$ cat src/rtl/contador_pkg.sv
// contador_pkg -- shared types and helpers for the up/down counter slice.
//   deb_state_t : key debouncer states
//   SEG_HEX     : active-low 7-segment patterns {g,f,e,d,c,b,a} for hex 0-F
//   hex_to_seg  : nibble -> 7-segment pattern lookup
package contador_pkg;

  typedef enum logic [1:0] {IDLE, ARM, HELD, DISARM} deb_state_t;

  localparam logic [6:0] SEG_HEX [16] = '{
    7'b1000000, 7'b1111001, 7'b0100100, 7'b0110000,
    7'b0011001, 7'b0010010, 7'b0000010, 7'b1111000,
    7'b0000000, 7'b0010000, 7'b0001000, 7'b0000011,
    7'b1000110, 7'b0100001, 7'b0000110, 7'b0001110
  };

  function automatic logic [6:0] hex_to_seg(input logic [3:0] nib);
    return SEG_HEX[nib];
  endfunction

endpackage

$ cat src/rtl/key_debounce.sv
// key_debounce -- raw active-low key to single-cycle press pulse.
//   clk    in   system clock
//   reset  in   asynchronous active-high reset (FSM -> IDLE)
//   key_n  in   raw key, active-low, asynchronous to clk
//   press  out  1-cycle pulse when a press has been stable DEB_CYCLES cycles
// Optional build macro AUTO_REPEAT_EN: when defined and REPEAT_EN=1, a held
// key re-emits press every RPT_CYCLES cycles after the initial pulse.
module key_debounce #(
  parameter int unsigned DEB_CYCLES = 500_000,
  parameter int unsigned RPT_CYCLES = 25_000_000,
  parameter bit          REPEAT_EN  = 1'b0
) (
  input  logic clk,
  input  logic reset,
  input  logic key_n,
  output logic press
);
  import contador_pkg::*;

  localparam int unsigned CW = $clog2(DEB_CYCLES);

  logic [1:0]    sync;
  logic          lvl;
  logic [CW-1:0] cnt;
  logic          deb_done;
  deb_state_t    state, next_state;

  // Two-flop synchroniser; stored inverted so lvl=1 means "pressed".
  always_ff @(posedge clk or posedge reset) begin
    if (reset) sync <= '0;
    else       sync <= {sync[0], ~key_n};
  end

  assign lvl      = sync[1];
  assign deb_done = (cnt == CW'(DEB_CYCLES - 1));

  always_ff @(posedge clk or posedge reset) begin
    if (reset) state <= IDLE;
    else       state <= next_state;
  end

  always_comb begin
    next_state = state;
    case (state)
      IDLE:    if (lvl) next_state = ARM;
      ARM:     if (!lvl) next_state = IDLE;
               else if (deb_done) next_state = HELD;
      HELD:    if (!lvl) next_state = DISARM;
      DISARM:  if (lvl) next_state = HELD;
               else if (deb_done) next_state = IDLE;
      default: next_state = IDLE;
    endcase
  end

  // cnt holds how many consecutive qualifying samples preceded this cycle;
  // the sample that triggered the state change counts as the first.
  always_ff @(posedge clk or posedge reset) begin
    if (reset)                                 cnt <= '0;
    else if (next_state != state)              cnt <= CW'(1);
    else if (state == ARM || state == DISARM)  cnt <= cnt + CW'(1);
  end

`ifdef AUTO_REPEAT_EN
  localparam int unsigned RW = $clog2(RPT_CYCLES + 1);

  logic [RW-1:0] rpt_cnt;
  logic          rpt_hit;

  assign rpt_hit = REPEAT_EN && (state == HELD) && lvl && (rpt_cnt == RW'(RPT_CYCLES));

  // rpt_cnt = cycles since the last emitted pulse (or since re-entering HELD).
  always_ff @(posedge clk or posedge reset) begin
    if (reset)                            rpt_cnt <= '0;
    else if (next_state != HELD)          rpt_cnt <= '0;
    else if (state != HELD || rpt_hit)    rpt_cnt <= RW'(1);
    else                                  rpt_cnt <= rpt_cnt + RW'(1);
  end
`else
  // Repeat settings have no effect without auto-repeat.
  logic unused_rpt_cfg;
  assign unused_rpt_cfg = ^{RPT_CYCLES[0], REPEAT_EN};
`endif

  always_comb begin
    press = (state == ARM) && lvl && deb_done;
`ifdef AUTO_REPEAT_EN
    if (rpt_hit) press = 1'b1;
`endif
  end

endmodule

$ cat src/rtl/contador_ud_fpga.sv
// contador_ud_fpga -- debounced up/down counter with load, terminal flags
// and multi-digit hex 7-segment output.
//   clk         in   system clock
//   reset       in   asynchronous active-high reset
//   dec_n       in   raw decrement key (active-low)
//   inc_n       in   raw increment key (active-low)
//   load_n      in   raw load key (active-low)
//   init_value  in   N   value loaded on an accepted load press
//   count       out  N   counter value
//   zero        out  count == 0
//   max         out  count == 2^N-1
//   segments    out  7*DIGITS active-low segments, digit 0 in [6:0]
// Optional build macro AUTO_REPEAT_EN: inc/dec keys auto-repeat while held.
module contador_ud_fpga #(
  parameter  int unsigned N          = 6,
  parameter  int unsigned DEB_CYCLES = 500_000,
  parameter  bit          WRAP       = 1'b1,
  parameter  int unsigned RPT_CYCLES = 25_000_000,
  localparam int unsigned DIGITS     = (N + 3) / 4
) (
  input  logic                clk,
  input  logic                reset,
  input  logic                dec_n,
  input  logic                inc_n,
  input  logic                load_n,
  input  logic [N-1:0]        init_value,
  output logic [N-1:0]        count,
  output logic                zero,
  output logic                max,
  output logic [7*DIGITS-1:0] segments
);
  import contador_pkg::*;

  localparam logic [N-1:0] CNT_MAX = '1;

  logic dec_p, inc_p, load_p;
  logic [4*DIGITS-1:0] count_ext;

  key_debounce #(.DEB_CYCLES(DEB_CYCLES), .RPT_CYCLES(RPT_CYCLES), .REPEAT_EN(1'b1))
    u_dec (.clk(clk), .reset(reset), .key_n(dec_n), .press(dec_p));

  key_debounce #(.DEB_CYCLES(DEB_CYCLES), .RPT_CYCLES(RPT_CYCLES), .REPEAT_EN(1'b1))
    u_inc (.clk(clk), .reset(reset), .key_n(inc_n), .press(inc_p));

  key_debounce #(.DEB_CYCLES(DEB_CYCLES), .RPT_CYCLES(RPT_CYCLES), .REPEAT_EN(1'b0))
    u_load (.clk(clk), .reset(reset), .key_n(load_n), .press(load_p));

  // Load wins; simultaneous inc and dec cancel.
  always_ff @(posedge clk or posedge reset) begin
    if (reset) begin
      count <= '0;
    end else if (load_p) begin
      count <= init_value;
    end else if (inc_p && !dec_p) begin
      if (count != CNT_MAX) count <= count + 1'b1;
      else if (WRAP)        count <= '0;
    end else if (dec_p && !inc_p) begin
      if (count != '0)      count <= count - 1'b1;
      else if (WRAP)        count <= CNT_MAX;
    end
  end

  assign zero = (count == '0);
  assign max  = (count == CNT_MAX);

  // Zero-extend so the top digit's unused bits read as 0.
  assign count_ext = (4*DIGITS)'(count);

  for (genvar d = 0; d < DIGITS; d++) begin : g_digit
    assign segments[7*d +: 7] = hex_to_seg(count_ext[4*d +: 4]);
  end

endmodule
$ cat config.mk
export PLATFORM = sky130hd
export DESIGN_NAME = contador_ud_fpga
export DESIGN_NICKNAME = d
export VERILOG_FILES = /design/src/rtl/contador_pkg.sv /design/src/rtl/key_debounce.sv /design/src/rtl/contador_ud_fpga.sv
export SDC_FILE = /design/constraint.sdc
export NUM_CORES = 1
export LEC_CHECK = 0
export CAP_MARGIN = 20
export CORE_UTILIZATION = 50
export DETAILED_ROUTE_END_ITERATION = 6
export PLACE_DENSITY = 0.76
export SETUP_SLACK_MARGIN = 0.02
export SLEW_MARGIN = 5
export SYNTH_ARGS = -nofsm -noshare
export SYNTH_HDL_FRONTEND = slang
export SYNTH_SLANG_ARGS = --single-unit
export TNS_END_PERCENT = 100
$ cat constraint.sdc
create_clock -name clk -period 6.4 [get_ports clk]
set_clock_uncertainty 0.15 [all_clocks]
set_input_delay 1.28 -clock clk [delete_from_list [all_inputs] [get_ports clk]]
set_output_delay 1.28 -clock clk [all_outputs]
set_load 0.01 [all_outputs]
==> run metrics, run 1 <==
RSZ-0062 raised after global routing false; largest net degree at the start of global routing 49; Worst setup SP type register; initial antenna violation count 0; FFs w/ async S/R, synth 1.00; number of synthesized flops with an enable pin 0; crit path capture type output pin; number of port buffers 31; hold path start u_dec.sync[0]; post-place instance area 0.00455 mm2; Hold Buf Count CTS 0; TritonCTS clock tree done; first-pass GRT wire length 14000 um; Main synth FF type dfrtp_1; Num CTS Buffers 9; Hold EP u_dec.sync[1]; Worst Path Class, Setup reg -> out; HPWL Detailed 5620 um; mapped cell area 0.00418 mm2; Sw Ratio 0.239; Fmax 251 MHz; status completed; hold path depth 0; Net count, final 491; register share of total power 0.516; post-route cell area 0.00477 mm2; Clock Latency Late Sink 350 ps; clk sinks 75; crit-path max FO 14; HP Class reg -> reg; cell count after synthesis 445; Post CTS Setup Buffer Count 0; final slew viol count 0; Avg WL per Cell 14.0 um; R2R Path Start u_load.cnt[0]; #FFs+latches synth 75; total gr overflow 0; Clock Root Buffer clkbuf_8; Reg2Reg Depth 7; area fraction of the dominant cell type after synthesis 0.449; clock share of power 0.426; Die Height 93.4 um; Period Utilization, post-route 0.622; Worst-path clk slew 90 ps; top post-synthesis cells by area dfrtp_1 (45%), xor2_1 (7.3%), nor2_1 (6.6%); vias in the first global route 3143; worst-margin pin slew 824 ps; n_diodes 0; Max-Cap Viols 0; Max VDD drop 0.0968 mV; Final min period 3980 ps; critical path arrival 2550 ps; remaining antenna violation count 0; synth unique cells 59; Max Buffers Root-to-Sink 2; Vias 3207; final setup fails 0; power per cell area 200 mW/mm2; setup TNS 0 ps; FP Rows 32; routability cong. 0.864; share of cells above drive strength 1 0.0861; worst hold slack 216 ps; post-CTS resize count 0; end of the worst register-to-register path u_load.cnt[9]; Die W 93.4 um; DR iter-0 viols 113; DR pass1 iterations 4; Initial Utilization 0.530; YS warnings 0; Area Growth Syn to Fin 14.2%; Req. time, crit path 4970 ps; R2R setup slack 3920 ps; Post-Layout Cell Count 578; io pins 33; Static Leak 1.97 nW; register area share after synthesis 0.449; average size of a mapped cell 9.39 um2; Worst slew margin 0.448; Cell Int Power 0.000726 W; CTS H-Tree Depth 3; Vias/cell 5.55; final core occ 0.605; final WL 8080 um; final hold violation count 0; largest area contributor in the netlist dfrtp_1; Inst Count DP 562; NetSw 0.000228 W; Comb power frac 0.058; Synthesized Nets 465; GRT Util Overall 0.202; DRC errors left 0; die area 0.00873 mm2; core area 0.00789 mm2
-- Yosys cell counts (4+ instances only) --
library cell / count
dfrtp_1: 75
nor2_1: 73
nand2_1: 42
xor2_1: 35
nand3_1: 18
o21ai_0: 14
xnor2_1: 14
inv_1: 13
nand4_1: 13
a21oi_1: 11
clkbuf_1: 11
nor3_1: 10
and3_1: 9
ha_1: 9
nor2b_1: 6
and4_1: 5
mux2_2: 5
o31ai_1: 5
and2_1: 4
nand2b_1: 4
nor4b_1: 4
nor4b_2: 4
-- critical path: stages (launching register included) --
cell	delay, ps
dfrtp_1	530
inv_1	210
ha_1	270
nor2_1	70
or3b_2	480
o21ai_0	80
clkdlybuf4s50_1	560
-- layer usage --
layer,GRT usage,share of wire,wire (um),vias to the layer above
met1,0.259,0.47,3800,1537
li1,-,-,-,1587
met3,0.0423,0.038,308,9
met2,0.336,0.48,3890,74
met5,0,0,0,-
met4,0.0731,0.011,87,0
-- worst max-delay path by stage --
stage | start | cells after the start | endpoint
after detailed placement | count[0] | 6 | segments[0]
final | count[0] | 6 | segments[0]
after global routing | count[0] | 6 | segments[0]
after CTS | count[0] | 6 | segments[0]
after floorplan | reset | 1 | count[0]
after global placement | count[0] | 6 | segments[0]
-- cells in the final DEF, fill, tap and decap left out, drive strengths merged, types with 3 or more instances in the layout --
| cell type | Yosys | routed |
|---|---|---|
| clkbuf | 11 | 9 |
| nor4b | 8 | 8 |
| nor2 | 74 | 74 |
| o21ai | 17 | 17 |
| and3 | 9 | 9 |
| nand2 | 42 | 42 |
| nand3 | 18 | 18 |
| xor2 | 35 | 35 |
| clkdlybuf4s50 | 0 | 31 |
| nor3 | 12 | 12 |
| nor3b | 3 | 3 |
| xnor2 | 14 | 14 |
| nor2b | 6 | 6 |
| nand2b | 4 | 4 |
| o31ai | 7 | 7 |
| mux2 | 5 | 5 |
| o21a | 3 | 3 |
| a21oi | 12 | 12 |
| inv | 13 | 15 |
| a22o | 3 | 3 |
| mux2i | 3 | 3 |
| or2 | 3 | 3 |
| dfrtp | 75 | 75 |
| ha | 9 | 9 |
| nand4 | 13 | 13 |
| and4 | 6 | 6 |
| and2 | 5 | 5 |
-- power by group through the flow --
| stage | Sequential [W] | Clock (W) | Combinational, W |
|---|---|---|---|
| 2_1_floorplan | 0.000498 | 0 | 0.0000390 |
| 3_3_place_gp | 0.000501 | 0 | 0.0000548 |
| 3_5_place_dp | 0.000501 | 0 | 0.0000564 |
| 4_1_cts | 0.000492 | 0.000419 | 0.0000567 |
| 5_1_grt | 0.000494 | 0.000439 | 0.0000640 |
| 6_report | 0.000492 | 0.000406 | 0.0000555 |
-- flip-flops by register name, indices dropped and copies added, names as in the netlist --
name,flops
u_dec.cnt,19
u_inc.cnt,19
u_load.cnt,19
count,6
u_dec.state,2
u_dec.sync,2
u_inc.state,2
u_inc.sync,2
u_load.state,2
u_load.sync,2
-- through the flow --
stage | power (W) | setup slack (ps)
6_report | 0.000954 | 2420
5_1_grt | 0.000997 | 2250
4_1_cts | 0.000968 | 2410
3_5_place_dp | 0.000558 | 2810
3_3_place_gp | 0.000556 | 2860
2_1_floorplan | 0.000537 | 3060
-- cells by family after synthesis --
kind of cell | count (synthesis) | share of synthesized area
other | 1 | 0.000897
DFF | 75 | 0.449
muxes | 9 | 0.0260
buffers and inverters | 31 | 0.0314
xor gates and xnor gates | 49 | 0.103
AOI/OAI and AO/OA | 54 | 0.0877
and+or+nand+nor | 217 | 0.275
adders and majority gates | 9 | 0.0269
-- cell type report --
cell class,instances,area [um2]
clock buffers,9,124
clock inverters,7,98.8
fillers,660,3110
inverters,13,48.8
multi-input cells,339,2170
flip-flops and latches,75,1880
well taps,102,128
repair buffers,33,325
(Power assumes the default switching activity.)
==> inputs of run 2 (changes only) <==
==> constraint.sdc (replaced) <==
create_clock -name clk -period 4.1 [get_ports clk]
set_clock_uncertainty 0.15 [all_clocks]
set_input_delay 0.82 -clock clk [delete_from_list [all_inputs] [get_ports clk]]
set_output_delay 0.82 -clock clk [all_outputs]
set_load 0.01 [all_outputs]
==> run metrics, run 2 (synthesis results as in run 1) <==
largest net degree at the start of global routing 76 (was 49); core area 0.00789 mm2 (unchanged); Largest regs u_dec.cnt x19, u_inc.cnt x19, u_load.cnt x19 (unchanged); Req. time, crit path 3130 ps (was 4970 ps); critical path arrival 2590 ps (was 2550 ps); status completed (unchanged); final hold violation count 0 (unchanged); final setup fails 0 (unchanged); DRC errors left 0 (unchanged); TritonCTS clock tree done (unchanged); Final min period 3560 ps; Clock Latency Late Sink 350 ps (about the same); Area Growth Syn to Fin 13.6% (was 14.2%); total gr overflow 0 (unchanged); power per cell area 292 mW/mm2 (was 200 mW/mm2); Period Utilization, post-route 0.867; final slew viol count 0 (unchanged); Worst-path clk slew 80 ps (was 90 ps); setup TNS 0 ps (unchanged); clk sinks 75 (unchanged); crit path capture type output pin (unchanged); Initial Utilization 0.530 (unchanged); most common cell after layout, fill and taps aside dfrtp_1 (unchanged); Worst Path Class, Setup reg -> out (unchanged); die area 0.00873 mm2 (unchanged); final core occ 0.602 (was 0.605); Max VDD drop 0.148 mV (was 0.0968 mV); Avg WL per Cell 13.6 um (was 14.0 um); Cell Chain, Critical Path inv_1 -> ha_1 -> nor2_1 -> or3b_2 -> o21ai_0 -> clkdlybuf4s50_1 (unchanged); Num CTS Buffers 9 (unchanged); HPWL Detailed 5550 um (was 5620 um); Hold Buf Count CTS 0 (unchanged); Worst setup SP type register (unchanged); commonest cells after routing, fill and taps aside dfrtp_1 (75), nor2_1 (73), nand2_1 (42) (unchanged); io pins 33 (unchanged); Vias 3188 (was 3207); vias in the first global route 2943 (was 3143); GRT Util Overall 0.198 (was 0.202); initial antenna violation count 0 (unchanged); post-CTS resize count 0 (unchanged); Die Height 93.4 um (unchanged); final WL 7850 um (was 8080 um); worst-margin pin slew 776 ps (was 824 ps); Max-Cap Viols 0 (unchanged); first-pass GRT wire length 13500 um (was 14000 um); routability cong. 0.861 (was 0.864); DR iter-0 viols 102 (was 113); DR pass1 iterations 4 (unchanged); number of port buffers 31 (unchanged); remaining antenna violation count 0 (unchanged); Fmax 281 MHz; Max Buffers Root-to-Sink 2 (unchanged); FP Rows 32 (unchanged); share of cells above drive strength 1 0.0861 (unchanged); RSZ-0062 raised after global routing false (unchanged); CTS H-Tree Depth 3 (unchanged); crit-path max FO 14 (unchanged); CP max stage delay 560 ps (about the same); worst hold slack 210 ps (was 216 ps); Worst slew margin 0.481 (was 0.448); Critical-path top delay cell clkdlybuf4s50_1 (unchanged); Vias/cell 5.52 (was 5.55); CP startpoint count[0] (unchanged); Clock Root Buffer clkbuf_8 (unchanged); Filler cells 672 (was 660); R2R Path Start u_load.cnt[0] (unchanged); hold path start u_inc.sync[0] (was u_dec.sync[0]); total power 0.00139 W (was 0.000954 W); Static Leak 1.96 nW (was 1.97 nW); HP Class reg -> reg (unchanged); Net count, final 491 (unchanged); n_diodes 0 (unchanged); Post CTS Setup Buffer Count 0 (unchanged); Die W 93.4 um (unchanged)
[run 2: layer usage]
layer | part of all wire | GRT usage
met5 | 0 | 0
met4 | 0.014 | 0.0679
met3 | 0.036 | 0.0528
met2 | 0.46 | 0.311
met1 | 0.48 | 0.263
[run 2: where the power goes]
group          switching [W]  leakage, nW  internal (W)
Combinational      0.0000526        0.879     0.0000355
Clock               0.000288       0.0933      0.000241
Sequential         0.0000162        0.989      0.000752
[run 2: critical path, delay by kind of cell (launching register included)]
family                     cells  cell delay, ps
buffers and inverters          2             780
and+or+nand+nor                2             550
DFF                            1             530
adders and majority gates      1             280
AOI/OAI and AO/OA              1              90
[run 2: layout make-up]
class | instances | area [um2] | share of cell area
Clock inverter | 6 | 47.5 | 0.0100
Inverter | 13 | 48.8 | 0.0103
Timing Repair Buffer | 33 | 338 | 0.0711
Clock buffer | 10 | 138 | 0.0290
Tap cell | 102 | 128 | 0.0269
Multi-Input combinational cell | 339 | 2170 | 0.457
Sequential cell | 75 | 1880 | 0.395
[run 2: final timing paths]
path,end,slack (ps),cells past startpoint
max in group asynchronous,u_load.cnt[6],2750,3
worst min-delay path,u_inc.sync[1],210,0
worst max register to register,u_load.cnt[11],1680,7
min in group asynchronous,u_inc.cnt[18],690,3
worst min register to register,u_inc.sync[1],210,0
worst max-delay path,segments[0],540,6
[run 2: per-stage QoR]
step           area (um2)  instances  setup WS (ps)
4_1_cts              4750        578            529
3_5_place_dp         4560        562            929
6_report             4750        578            544
5_1_grt              4750        578            378
3_3_place_gp         4560        562           1020
2_1_floorplan        4180        445           1220
